===== src/rtl/charging_pkg.sv =====
// Shared definitions for the coin acceptor: FSM encoding, tier codes,
// coin unit values, the credit cap and the debounced event bundle.
package charging_pkg;

  typedef enum logic [2:0] {
    ST_IDLE    = 3'd0,
    ST_COLLECT = 3'd1,
    ST_SETUP   = 3'd2,
    ST_STROBE  = 3'd3,
    ST_ARMED   = 3'd4,
    ST_RUN     = 3'd5
  } st_e;

  localparam int unsigned NUM_SENSE = 5;  // 3 coin sensors + start + cancel

  localparam logic [2:0] TIER_NONE = 3'b000;
  localparam logic [2:0] TIER_1    = 3'b001;  // credit 1-4
  localparam logic [2:0] TIER_2    = 3'b010;  // credit 5-9
  localparam logic [2:0] TIER_3    = 3'b011;  // credit 10-19
  localparam logic [2:0] TIER_4    = 3'b100;  // credit 20-30

  localparam logic [4:0] COIN_VAL_0 = 5'd1;
  localparam logic [4:0] COIN_VAL_1 = 5'd5;
  localparam logic [4:0] COIN_VAL_2 = 5'd10;
  localparam logic [4:0] CREDIT_MAX = 5'd30;

  // Debounced 0->1 edges, one cycle each.
  typedef struct packed {
    logic       cancel;
    logic       start;
    logic [2:0] coin;
  } evt_t;

  function automatic logic [2:0] tier_of(input logic [4:0] credit);
    if (credit == 5'd0)       tier_of = TIER_NONE;
    else if (credit < 5'd5)   tier_of = TIER_1;
    else if (credit < 5'd10)  tier_of = TIER_2;
    else if (credit < 5'd20)  tier_of = TIER_3;
    else                      tier_of = TIER_4;
  endfunction

  // Value of a single coin event; caller guarantees at most one bit set.
  function automatic logic [4:0] coin_val(input logic [2:0] coin);
    coin_val = ({5{coin[0]}} & COIN_VAL_0) |
               ({5{coin[1]}} & COIN_VAL_1) |
               ({5{coin[2]}} & COIN_VAL_2);
  endfunction

endpackage


===== src/rtl/coin_debounce.sv =====
// Single-input debouncer. The accepted level flips only after the raw input
// has disagreed with it for DEBOUNCE_CYCLES consecutive samples; Rise pulses
// for one cycle when the accepted level goes 0->1.
//   Clk, nReset : clock, async active-low reset
//   Raw         : raw sensor/button
//   Rise        : one-cycle debounced rising-edge event
module coin_debounce #(
  parameter int DEBOUNCE_CYCLES = 4
) (
  input  logic Clk,
  input  logic nReset,
  input  logic Raw,
  output logic Rise
);

  localparam int CW = $clog2(DEBOUNCE_CYCLES + 1);

  logic          stable;
  logic [CW-1:0] cnt;
  logic          flip;

  assign flip = (Raw != stable) && (cnt == CW'(DEBOUNCE_CYCLES - 1));

  always_ff @(posedge Clk or negedge nReset) begin
    if (!nReset) begin
      stable <= 1'b0;
      cnt    <= '0;
      Rise   <= 1'b0;
    end else begin
      Rise <= flip & Raw;
      if (Raw == stable) begin
        cnt <= '0;
      end else if (flip) begin
        stable <= Raw;
        cnt    <= '0;
      end else begin
        cnt <= cnt + 1'b1;
      end
    end
  end

endmodule


===== src/rtl/coin_acceptor.sv =====
// Coin acceptor front-end for a charging station. Debounces three coin
// sensors and two buttons, accumulates credit (cap 30), and on Start hands
// a tier code to the station with a one-cycle ModeEnable strobe, then waits
// for the station's Busy handshake.
//   Clk, nReset : clock, async active-low reset
//   CoinSense   : raw coin sensors (1/5/10 units)
//   StartBtn    : raw start button
//   CancelBtn   : raw cancel button
//   Busy        : station counting down
//   Coin        : tier code to station
//   ModeEnable  : one-cycle strobe qualifying Coin
//   Credit      : current credit in units
//   Reject      : coin refused pulse
//   Refund      : credit returned pulse, RefundAmt valid with it
module coin_acceptor
  import charging_pkg::*;
#(
  parameter int DEBOUNCE_CYCLES = 4,
  parameter int ACK_TIMEOUT     = 255
) (
  input  logic       Clk,
  input  logic       nReset,
  input  logic [2:0] CoinSense,
  input  logic       StartBtn,
  input  logic       CancelBtn,
  input  logic       Busy,
  output logic [2:0] Coin,
  output logic       ModeEnable,
  output logic [4:0] Credit,
  output logic       Reject,
  output logic       Refund,
  output logic [4:0] RefundAmt
);

  localparam int TW = $clog2(ACK_TIMEOUT + 1);

  // ---- debouncers, one per raw input ----
  logic [NUM_SENSE-1:0] raw_vec;
  logic [NUM_SENSE-1:0] rise_vec;
  evt_t                 ev;

  assign raw_vec = {CancelBtn, StartBtn, CoinSense};
  assign ev      = evt_t'(rise_vec);

  for (genvar i = 0; i < NUM_SENSE; i++) begin : g_deb
    coin_debounce #(.DEBOUNCE_CYCLES(DEBOUNCE_CYCLES)) u_deb (
      .Clk   (Clk),
      .nReset(nReset),
      .Raw   (raw_vec[i]),
      .Rise  (rise_vec[i])
    );
  end

  // ---- state ----
  st_e           state, state_nxt;
  logic [4:0]    credit, credit_nxt;
  logic [4:0]    consumed, consumed_nxt;
  logic [2:0]    coin_q, coin_nxt;
  logic [TW-1:0] tmo, tmo_nxt;
  logic          reject_nxt, refund_nxt;
  logic [4:0]    refamt_nxt;

  logic       any_coin, multi_coin;
  logic [5:0] sum;

  assign any_coin   = |ev.coin;
  assign multi_coin = (ev.coin[0] & ev.coin[1]) | (ev.coin[0] & ev.coin[2]) |
                      (ev.coin[1] & ev.coin[2]);
  assign sum        = {1'b0, credit} + {1'b0, coin_val(ev.coin)};

  always_ff @(posedge Clk or negedge nReset) begin
    if (!nReset) begin
      state     <= ST_IDLE;
      credit    <= '0;
      consumed  <= '0;
      coin_q    <= TIER_NONE;
      tmo       <= '0;
      Reject    <= 1'b0;
      Refund    <= 1'b0;
      RefundAmt <= '0;
    end else begin
      state     <= state_nxt;
      credit    <= credit_nxt;
      consumed  <= consumed_nxt;
      coin_q    <= coin_nxt;
      tmo       <= tmo_nxt;
      Reject    <= reject_nxt;
      Refund    <= refund_nxt;
      RefundAmt <= refamt_nxt;
    end
  end

  always_comb begin
    state_nxt    = state;
    credit_nxt   = credit;
    consumed_nxt = consumed;
    coin_nxt     = coin_q;
    tmo_nxt      = tmo;
    reject_nxt   = 1'b0;
    refund_nxt   = 1'b0;
    refamt_nxt   = '0;

    case (state)
      ST_IDLE, ST_COLLECT: begin
        if (state == ST_COLLECT && ev.cancel) begin
          // Cancel wins; any coin landing in the same cycle is bounced.
          refund_nxt = 1'b1;
          refamt_nxt = credit;
          credit_nxt = '0;
          reject_nxt = any_coin;
          state_nxt  = ST_IDLE;
        end else if (any_coin) begin
          // A coin (even a refused one) masks Start in this cycle.
          if (multi_coin || sum > {1'b0, CREDIT_MAX}) begin
            reject_nxt = 1'b1;
          end else begin
            credit_nxt = sum[4:0];
            state_nxt  = ST_COLLECT;
          end
        end else if (state == ST_COLLECT && ev.start && credit != 5'd0) begin
          coin_nxt  = tier_of(credit);
          state_nxt = ST_SETUP;
        end
      end
      ST_SETUP: begin
        reject_nxt   = any_coin;
        consumed_nxt = credit;
        credit_nxt   = '0;   // reads 0 throughout STROBE
        state_nxt    = ST_STROBE;
      end
      ST_STROBE: begin
        reject_nxt = any_coin;
        tmo_nxt    = '0;
        state_nxt  = ST_ARMED;
      end
      ST_ARMED: begin
        reject_nxt = any_coin;
        if (Busy) begin
          state_nxt = ST_RUN;
        end else if (tmo == TW'(ACK_TIMEOUT - 1)) begin
          // Station never acknowledged: give the money back.
          refund_nxt   = 1'b1;
          refamt_nxt   = consumed;
          consumed_nxt = '0;
          coin_nxt     = TIER_NONE;
          state_nxt    = ST_IDLE;
        end else begin
          tmo_nxt = tmo + 1'b1;
        end
      end
      ST_RUN: begin
        reject_nxt = any_coin;
        if (!Busy) begin
          consumed_nxt = '0;
          coin_nxt     = TIER_NONE;
          state_nxt    = ST_IDLE;
        end
      end
      default: begin
        coin_nxt  = TIER_NONE;
        state_nxt = ST_IDLE;
      end
    endcase
  end

  assign Coin       = coin_q;
  assign Credit     = credit;
  assign ModeEnable = (state == ST_STROBE);

endmodule


===== config.mk =====
export PLATFORM = sky130hd
export DESIGN_NAME = coin_acceptor
export DESIGN_NICKNAME = d
export VERILOG_FILES = /design/src/rtl/charging_pkg.sv /design/src/rtl/coin_debounce.sv /design/src/rtl/coin_acceptor.sv
export SDC_FILE = /design/constraint.sdc
export NUM_CORES = 1
export LEC_CHECK = 0
export CORE_ASPECT_RATIO = 1.4
export CORE_MARGIN = 4
export CORE_UTILIZATION = 55
export CTS_BUF_LIST = sky130_fd_sc_hd__clkbuf_16
export DETAILED_ROUTE_END_ITERATION = 12
export GPL_ROUTABILITY_DRIVEN = 1
export PLACE_DENSITY = 0.77
export REMOVE_ABC_BUFFERS = 1
export SLEW_MARGIN = 20
export SYNTH_ARGS = -nofsm -noshare
export SYNTH_HDL_FRONTEND = slang
export SYNTH_SLANG_ARGS = --single-unit

===== constraint.sdc =====
create_clock -name Clk -period 6 [get_ports Clk]
set_input_delay 1.2 -clock Clk [delete_from_list [all_inputs] [get_ports Clk]]
set_output_delay 1.2 -clock Clk [all_outputs]
set_load 0.02 [all_outputs]

== Yosys cells after proc, flatten, opt, wreduce, memory -nomap -nowiden ==
Index checks and enable logic that the tools add are counted.

* Register bits: 56
* Bits of input ports: 8
* Output and inout port bits: 16
* Logic and storage cells: 164

* Add/subtract/negate cells: 7
* Magnitude comparators: 4
* Eq/ne operators: 33
* Multiplexer cells: 50
* Bitwise operators: 18
* Reductions and logical operators: 29

{| class="wikitable"
|+ Operators with widths
! cell !! count
|-
| $mux W3 || 25
|-
| $mux W5 || 9
|-
| $eq A3 B2 Y1 const B || 7
|-
| $pmux W5 S2 || 2
|-
| $mux W8 || 2
|-
| $pmux W8 S2 || 1
|-
| $add A3 B1 Y3 const B || 5
|-
| $pmux W3 S5 || 1
|-
| $pmux W5 S3 || 1
|-
| $ne A2 B2 Y1 const B || 7
|-
| $pmux W3 S4 || 1
|-
| $reduce_and A2 Y1 || 5
|-
| $ne A3 B3 Y1 const B || 3
|-
| $add A8 B1 Y8 const B || 1
|-
| $and A1 B1 Y1 || 8
|-
| $eq A8 B8 Y1 const B || 1
|-
| $logic_and A1 B1 Y1 || 8
|-
| $ne A4 B4 Y1 const B || 2
|-
| $reduce_and A4 Y1 || 2
|-
| $reduce_and A7 Y1 || 1
|-
| $add A5 B4 Y6 || 1
|-
| $eq A3 B3 Y1 const B || 2
|-
| $gt A6 B5 Y1 const B || 1
|-
| $mux W1 || 6
|-
| 21 further kinds || 39
|}

== Logic depth before layout (Yosys ltp) ==
Gate-level depths: netlist (run 1).

* Depth in word-level cells: 9
* Depth in mapped cells: 11
* Gate-level depth less buffers: 11

== By module ==
A second synthesis (run 1) with hierarchy kept.

* Cell total of the unflattened synthesis: 255
* Area, all modules: 2944.1 µm²

{| class="wikitable"
|+ Modules (own cells, without submodules)
! module !! instances !! cells each !! area each (µm²) !! sequential area each (µm²)
|-
| coin_acceptor || 1 || 190 || 1911.8 || 775.7
|-
| coin_debounce || 5 || 13 || 206.4 || 125.1
|}

== Worst setup path before layout (run 1) ==
No wires, ideal clock.

* Path type: flip-flop to flip-flop
* Start: register credit[0], in the netlist Credit[0]
* End: register credit[4], in the netlist Credit[4]
* Setup time: 139 ps
* Arrival: 2349 ps
* Data required time: 5861 ps
* Path slack: 3512 ps
* Stages on the path, launching flop included: 10
* Path buffers: 0
* Period minus slack after synthesis: 2488 ps
* Cells stage by stage: dfrtp_1 ha_1 inv_1 fa_1 nand2b_1 a21oi_1 xor2_1 a31o_2 o31ai_2 a21oi_1

* Word-level cells in the longest chain between the ends: 5
* Elaborated cells on any way between the ends: 9
* Those cells by class: 1 x add/sub; 1 x order compare; 1 x eq/ne; 4 x mux; 2 x reduce/logical

{| class="wikitable"
|+ RTL lines
! element !! line !! source
|-
| start: declaration || coin_acceptor.sv:56 || <nowiki>logic [4:0] credit, credit_nxt;</nowiki>
|-
| start signal: assignment || coin_acceptor.sv:83 || <nowiki>credit <= credit_nxt;</nowiki>
|-
| $add A5 B4 Y6 (*) || coin_acceptor.sv:69 || <nowiki>assign sum = {1'b0, credit} + {1'b0, coin_val(ev.coin)};</nowiki>
|-
| $gt A6 B5 Y1 or $mux W5 (tied branches) || coin_acceptor.sv:114 || <nowiki>if (multi_coin || sum > {1'b0, CREDIT_MAX}) begin</nowiki>
|-
| $logic_or A1 B1 Y1 or $mux W5 (tied branches) || coin_acceptor.sv:114, coin_acceptor.sv:112 ||
|-
| $ne A3 B3 Y1 (no source line) or $mux W5 (tied branches) || -- ||
|-
| $reduce_and A3 Y1 (no source line) or $pmux W5 S2 (tied branches) || -- ||
|}

Every way passes the cells marked *; elsewhere a longest branch is shown, timed or not. The select of a mux whose other input is x is not followed.
A chain may end at the register's enable or synchronous reset.

== Final worst setup path (run 1) ==
* Start: register state[2]
* End: output port ModeEnable

* Word-level cells in the longest chain between the ends: 1

{| class="wikitable"
|+ RTL lines
! element !! line !! source
|-
| start: declaration || coin_acceptor.sv:55 || <nowiki>st_e state, state_nxt;</nowiki>
|-
| start signal: assignment || coin_acceptor.sv:82 || <nowiki>state <= state_nxt;</nowiki>
|-
| $eq A3 B2 Y1 || coin_acceptor.sv:168 || <nowiki>assign ModeEnable = (state == ST_STROBE);</nowiki>
|-
| end: declaration || coin_acceptor.sv:28 || <nowiki>output logic ModeEnable,</nowiki>
|}

No other way between the ends.

==> results of run 1 <==
-- kinds of logic after synthesis --
logic type                 Yosys count  synth area share [%]
adders and majority gates           12                  5.72
muxes                                9                  3.68
xor gates and xnor gates            11                  3.50
buffers and inverters               20                  3.09
and+or+nand+nor                     85                  17.6
DFF                                 56                  50.9
AOI/OAI and AO/OA                   61                  15.6
-- how the worst max path moves through the flow --
stage / start / to / slack, ns / depth (start not counted)
after floorplan: Credit[0] / Credit[4] / 3.50 / 9
after global routing: state[2] / ModeEnable / 2.58 / 4
after global placement: state[2] / ModeEnable / 3.07 / 4
after detailed placement: state[2] / ModeEnable / 3.04 / 4
final: state[2] / ModeEnable / 2.69 / 4
after CTS: state[2] / ModeEnable / 2.71 / 4
-- placed cells by master, fill, tap and decap left out, types with 2 or more instances in the layout --
| cell type | count |
|---|---|
| dfrtp_1 | 56 |
| clkdlybuf4s50_1 | 22 |
| nor2_1 | 20 |
| nor3_1 | 12 |
| a21oi_1 | 12 |
| nand2_1 | 12 |
| inv_1 | 11 |
| ha_1 | 11 |
| nor3b_1 | 10 |
| o21ai_1 | 8 |
| xnor2_1 | 7 |
| o21ai_0 | 7 |
| nor2b_1 | 6 |
| mux2_2 | 6 |
| and3b_1 | 6 |
| nand3_1 | 5 |
| a22o_1 | 5 |
| a32o_1 | 5 |
| clkbuf_16 | 5 |
| xor2_1 | 4 |
| a31oi_1 | 4 |
| o21a_1 | 4 |
| or3_1 | 3 |
| mux2_1 | 3 |
| a32oi_1 | 3 |
| nand2b_1 | 2 |
| and3_1 | 2 |
-- per-layer routing --
layer / vias to the layer above / track usage [%]
met2: 33 / 32.5
met1: 950 / 21.0
met5: - / 0
met3: 13 / 3.43
met4: 0 / 7.30
li1: 967 / -
-- cell type report --
class | count | area (sq um) | share of cell area (%)
inverter | 12 | 45.0 | 1.42
sequential | 56 | 1400 | 44.3
clock inverter | 2 | 12.5 | 0.395
multi-input combinational | 178 | 1270 | 40.1
timing repair buffer | 24 | 233 | 7.35
clock buffer | 5 | 125 | 3.95
tap | 64 | 80.1 | 2.53
-- where the power goes --
group,internal (mW),total [mW],switching (mW)
Sequential,0.458,0.553,0.0948
Combinational,0.165,0.330,0.165
Clock,0.152,0.280,0.128
-- worst reg2reg max path, delay by kind of cell, from the launching register on --
| kind | cells | cell delay [ns] |
|---|---|---|
| AOI/OAI and AO/OA | 4 | 1.15 |
| adders and majority gates | 2 | 0.67 |
| DFF | 1 | 0.52 |
| and+or+nand+nor | 1 | 0.16 |
| xor gates and xnor gates | 1 | 0.14 |
| buffers and inverters | 1 | 0.07 |
-- registers in the layout (all words and copies together) (netlist names) --
register and count:
Coin 3, Credit 5, Refund 1, RefundAmt 5
Reject 1, consumed 5, g_deb.u_deb.Rise 5, g_deb.u_deb.cnt 15
g_deb.u_deb.stable 5, state 3, tmo 8
-- stage by stage --
step / std cells / utilization [%] / area [sq um] / hold WS [ns] / worst slack, ns
after global routing: 341 / 65.4 / 3170 / 0.468 / 2.58
after CTS: 341 / 65.4 / 3170 / 0.446 / 2.71
after detailed placement: 334 / 62.5 / 3030 / 0.437 / 3.04
final: 341 / 65.4 / 3170 / 0.443 / 2.69
after global placement: 334 / 62.5 / 3030 / 0.428 / 3.07
after floorplan: 246 / - / 2720 / 0.419 / 3.50
==> impl_results.md, run 1 <==
- Status: completed
- WL met2: about 2700 microns
- CP required: 4.80 ns
- Synth top area cells: dfrtp_1 (51%), ha_1 (5.0%), nor2_1 (2.7%), nor3b_1 (2.7%), mux2_2 (2.5%)
- Cts repair resizes: 0
- Vias in the first global route: about 2000
- PwrDens: 367 mW/mm^2
- 1st-iter DRT viols: between 100 and 150
- Leak: 1.45 nW
- # diodes: 0
- Routability Congestion: ~0.85
- Post-CTS Hold Fix Bufs: 0
- Hold Path End: g_deb[0].u_deb.cnt[0]
- TNS Setup: 0 ns
- Die Y: 91.7 microns
- Count leader, synth: dfrtp_1
- Drt total wl: 5180 microns
- Critical path arrival: between 2 and 2.5 ns
- Crit-path leading delay family: buffers and inverters
- FP Rows: 30
- Starting Density: 56.9%
- DRC violations left: 0
- Buffers on Ports: 23
- Post-synthesis cell count: 254
- Gr ovfl total: 0
- Wire per inst: approximately 15 microns
- CTS buffer count: 5
- Clk root buf: clkbuf_16
- Flops & latches, synth: 56
- Top Ports: 24
- Fillers: 369
- Vias after detailed routing: 1963
- Die ar.: 0.00622 sq mm
- Top Layer Used: met4
- Seq/Total Area, Yosys: 50.9%
- Max-cap violations: 0
- Total number of yosys warnings: 0
- Final net count: approximately 300
- Cell breakdown of the critical path: inv_2, nand3_1, inv_1, clkdlybuf4s50_1
- Worst Hold Class: reg -> reg
- Critical path class: reg -> out
- Post-synth top cells: dfrtp_1 (56), nor2_1 (20), a21oi_1 (12), nand2_1 (12), nor3_1 (12)
- Critical Path Max Stage Delay: 0.64 ns
- Final hold violations: 0
- Fmax: 302 MHz
- Final Power: 1.16 mW
- Async set-reset flop share out of synthesis: 100%
- Hpwl dp: 3770 microns
- Maximum vdd ir drop: ~0.21 mV
- Least-Margin Pin Slew: 0.686 ns
- Postcts setup bufs: 0
- Type of origin of the critical path: flop
- Post-layout min period: roughly 3.3 ns
- M1 WL: 2160 microns
- Share of layout cells above drive strength 1: under 10%
- Met3 routed wirelength: 168 microns
- Crit path max fanout: 13
- Critical-path top delay cell: clkdlybuf4s50_1
- Longest Clk Path Bufs: 2
- Initial antenna violation count: 0
- Die width: around 68 microns
- Main synth FF type: dfrtp_1
- Final period util: 55.2%
- Clk_skew: 0.00518 ns
- Vias per inst: ~5.8
- CP endpoint kind: output pin
- Worst path bufs/invs: 3
- Total Routing Usage GR: between 10% and 20%
- Pin count of the biggest net entering global routing: 57
- Synth cell types: 50
- CTS tree: built
- Synth area leader: dfrtp_1
- Min-delay src: g_deb[0].u_deb.cnt[0]
- R2R cell count: 9
- Average cell area after synthesis: 10.8 sq um
- Post-synth EDFFs: 0
- Reg2reg end: Credit[3]
- Hold-critical path depth: 1
- Synth top area share: 50.9%
- DRT antenna net count: 0
- RSZ-0062 raised after global routing: no
- DR pass1 iterations: 4
- Area grow syn2layout: 14.9%
- Count of clock tree sinks: between 50 and 60
- Setup-failing EPs final: 0
- Core area: 0.00484 sq mm
- Clk Latency, worst-skew pair: 0.29 ns
- Slew headroom: a little over half
- First-pass GRT wire length: 8760 microns
- R2R Path Start: Credit[0]
- Clock transition at the registers of the reported paths: 0.07 ns
- Synthesized area: ~0.0028 sq mm
- Htree depth: 2
- R2r setup slk: ~3.2 ns
- Max-slew violation total from the final report: 0
(Power assumes the default switching activity.)
==> run 2, diff against run 1 <==
--- a/config.mk
+++ b/config.mk
@@ -7,11 +7,11 @@
 export LEC_CHECK = 0
 export CORE_ASPECT_RATIO = 1.4
 export CORE_MARGIN = 4
-export CORE_UTILIZATION = 55
+export CORE_UTILIZATION = 52
 export CTS_BUF_LIST = sky130_fd_sc_hd__clkbuf_16
 export DETAILED_ROUTE_END_ITERATION = 12
 export GPL_ROUTABILITY_DRIVEN = 1
-export PLACE_DENSITY = 0.77
+export PLACE_DENSITY = 0.76
 export REMOVE_ABC_BUFFERS = 1
 export SLEW_MARGIN = 20
 export SYNTH_ARGS = -nofsm -noshare
==> constraint.sdc (replaced) <==
create_clock -name Clk -period 3 [get_ports Clk]
set_input_delay 0.6 -clock Clk [delete_from_list [all_inputs] [get_ports Clk]]
set_output_delay 0.6 -clock Clk [all_outputs]
set_load 0.02 [all_outputs]
==> run 2 against run 1 <==
Net effect:
- core utilization decreased by 3.5 points
- global-route usage decreased by 1.6 points
- clock skew increased by 0.0032 ns
- clock power increased by 100%
- routed wire length decreased by 0.54%
- largest power group unchanged
==> impl_results.md, run 2 (same netlist as run 1, synthesis figures left out) <==
- Post-layout min period: 2.66 ns
- Clock transition at the registers of the reported paths: 0.07 ns (about the same)
- Type of origin of the critical path: flop
- CP endpoint kind: flop
- Top Ports: 24 (unchanged)
- Max-slew violation total from the final report: 0 (unchanged)
- Core area: 0.00516 sq mm (+6.5%)
- Most used cell, CP: a21oi_1
- Stages on worst setup path: 9 (+5)
- Commonest non-fill, non-tap cell in the layout: dfrtp_1
- Status: completed
- Least-Margin Pin Slew: 0.696 ns (+0.00964 ns)
- DRT antenna net count: 0 (unchanged)
- Pin count of the biggest net entering global routing: 57 (unchanged)
- Final setup margin: 0.340 ns (-2.35 ns)
- Longest Clk Path Bufs: 2 (unchanged)
- Initial antenna violation count: 0 (unchanged)
- Starting Density: 53.4% (-3.5 points)
- CTS tree: built
- Clk Latency, worst-skew pair: 0.29 ns (about the same)
- # diodes: 0 (unchanged)
- Cell breakdown of the critical path: ha_1, inv_1, fa_1, nand2b_1, a21oi_1, xor2_1, a31o_2, o31ai_2, a21oi_1
- Vias per inst: 5.79 (+0.61%)
- FP Rows: 31 (+3.3%)
- CTS buffer count: 5 (unchanged)
- Clk_skew: 0.00835 ns (+0.00316 ns)
- Cts repair resizes: 0 (unchanged)
- Leak: 1.47 nW (+1.1%)
- Hold_ws: 0.446 ns (+0.00393 ns)
- Worst Hold Class: in -> async
- Slew headroom: 53.6% (-0.64 points)
- Hpwl dp: 3770 microns (-0.17%)
- DRC violations left: 0 (unchanged)
- Worst path bufs/invs: 1 (-2)
- Die Y: 94.1 microns (+2.6%)
- Layout Cells excl Fill: 346 (+1.5%)
- Drt total wl: 5150 microns (-0.54%)
- Max FFs per register: 15 (unchanged)
- Post-CTS Hold Fix Bufs: 0 (unchanged)
- First-pass GRT wire length: 8940 microns (+2.0%)
- RSZ-0062 raised after global routing: no
- Crit path max fanout: 9 (-4)
- R2r setup slk: 0.34 ns (-2.83 ns)
- Post-place setup slack: 0.363 ns (-2.68 ns)
- Htree depth: 2 (unchanged)
- Crit-path leading delay family: compound AO/OA/AOI/OAI gates
- R2R cell count: 9 (unchanged)
- Vias after detailed routing: 2004 (+2.1%)
- DR pass1 iterations: 4 (unchanged)
- CP required: 3.16 ns (-1.64 ns)
- TNS Setup: 0 ns (unchanged)
- Wire per inst: 14.9 microns (-2.0%)
- Gr ovfl total: 0 (unchanged)
- Buffers on Ports: 23 (unchanged)
- Critical path arrival: 2.82 ns (+0.71 ns)
- Routability Congestion: 0.894 (+5.4%)
- Most frequent cells in the layout: dfrtp_1 (56), clkdlybuf4s50_1 (22), nor2_1 (20)
- Count of clock tree sinks: 56 (unchanged)
- Maximum vdd ir drop: 0.430 mV (+110%)
- Share of layout cells above drive strength 1: 8.93% (+0.63 points)
- Postcts setup bufs: 0 (unchanged)
- R2R Path Start: Credit[0]
- Final net count: 299 (+0.67%)
- Post-Place Cells: 338 (+1.2%)
- Reg2reg end: Credit[4]
- Die width: 69.5 microns (+2.5%)
- Fmax: 376 MHz
- Die ar.: 0.00654 sq mm (+5.2%)
- PwrDens: 727 mW/mm^2 (+98%)
- Clk root buf: clkbuf_16
- 1st-iter DRT viols: 125 (+3.3%)
- Fillers: 432 (+17%)
- Max-cap violations: 0 (unchanged)
- Largest register by flop count: g_deb.u_deb.cnt
- Origin of the worst setup path: Credit[0]
- Setup-failing EPs final: 0 (unchanged)
- Final hold violations: 0 (unchanged)
- Critical Path Max Stage Delay: 0.50 ns (-0.14 ns)
- Critical-path top delay cell: dfrtp_1
- Total Routing Usage GR: 16.7% (-1.6 points)
- Vias in the first global route: 1993 (+1.8%)
- Critical path class: reg -> reg
- Final period util: 88.7%
- Area grow syn2layout: 15.8%
- Top flop regs: g_deb.u_deb.cnt (15), tmo (8)
==> run 2: cell types whose count changed in the layout (fill, tap and decap cells not counted) <==
cell,change
buf_4,+2
clkinv_2,-1
clkinv_4,+1
inv_1,+1
==> run 2: worst max path at each step <==
stage | endpoint | slack (ns)
after floorplan | Credit[4] | 0.50
after global placement | Credit[4] | 0.41
after detailed placement | Credit[4] | 0.36
after CTS | Credit[4] | 0.35
after global routing | Credit[4] | 0.16
final | Credit[4] | 0.34
==> run 2: where the power goes <==
| group | internal, mW | leakage (nW) | switching [mW] |
|---|---|---|---|
| registers | 0.915 | 0.753 | 0.177 |
| clock network | 0.308 | 0.0712 | 0.259 |
| logic | 0.329 | 0.642 | 0.332 |
==> run 2: final cells by class <==
cell class / count / area, sq um / area share, %
Inverter: 12 / 45.0 / 1.41
Clock buffer: 5 / 125 / 3.92
Multi-Input combinational cell: 178 / 1270 / 39.8
Tap cell: 66 / 82.6 / 2.59
Clock inverter: 3 / 20.0 / 0.627
Sequential cell: 56 / 1400 / 43.9
Timing Repair Buffer: 26 / 248 / 7.76
==> run 2: through the flow <==
stage	util (%)	area (sq um)	power, mW
global route	61.8	3190	2.47
CTS	61.8	3190	2.34
floorplan	-	2720	1.54
global placement	59.0	3050	1.75
finish	61.8	3190	2.32
detailed placement	59.0	3050	1.78
==> run 2: metal layers <==
layer	routed length [microns]	share of wire, %	vias up	global-route usage (%)
met5	0	0	-	0
met4	90	1.7	0	5.21
met1	2160	42	978	19.1
met2	2730	53	40	31.1
li1	-	-	976	-
met3	172	3.3	10	3.21
==> run 2: worst register-to-register path, delay by kind of cell, from the launching register on <==
kind                     cells  cell delay, ns
AO/OA/AOI/OAI                4            1.06
XOR/XNOR                     1            0.13
adder cells (fa/ha/maj)      2            0.62
buffers and inverters        1            0.06
flip-flops                   1            0.50
AND/OR/NAND/NOR              1            0.16
==> run 3, diff against run 2 <==
--- a/config.mk
+++ b/config.mk
@@ -5,6 +5,7 @@
 export SDC_FILE = /design/constraint.sdc
 export NUM_CORES = 1
 export LEC_CHECK = 0
+export CAP_MARGIN = 10
 export CORE_ASPECT_RATIO = 1.4
 export CORE_MARGIN = 4
 export CORE_UTILIZATION = 52
==> results of run 3 <==
Final layout, timing and power as in run 2 (identical DEF).
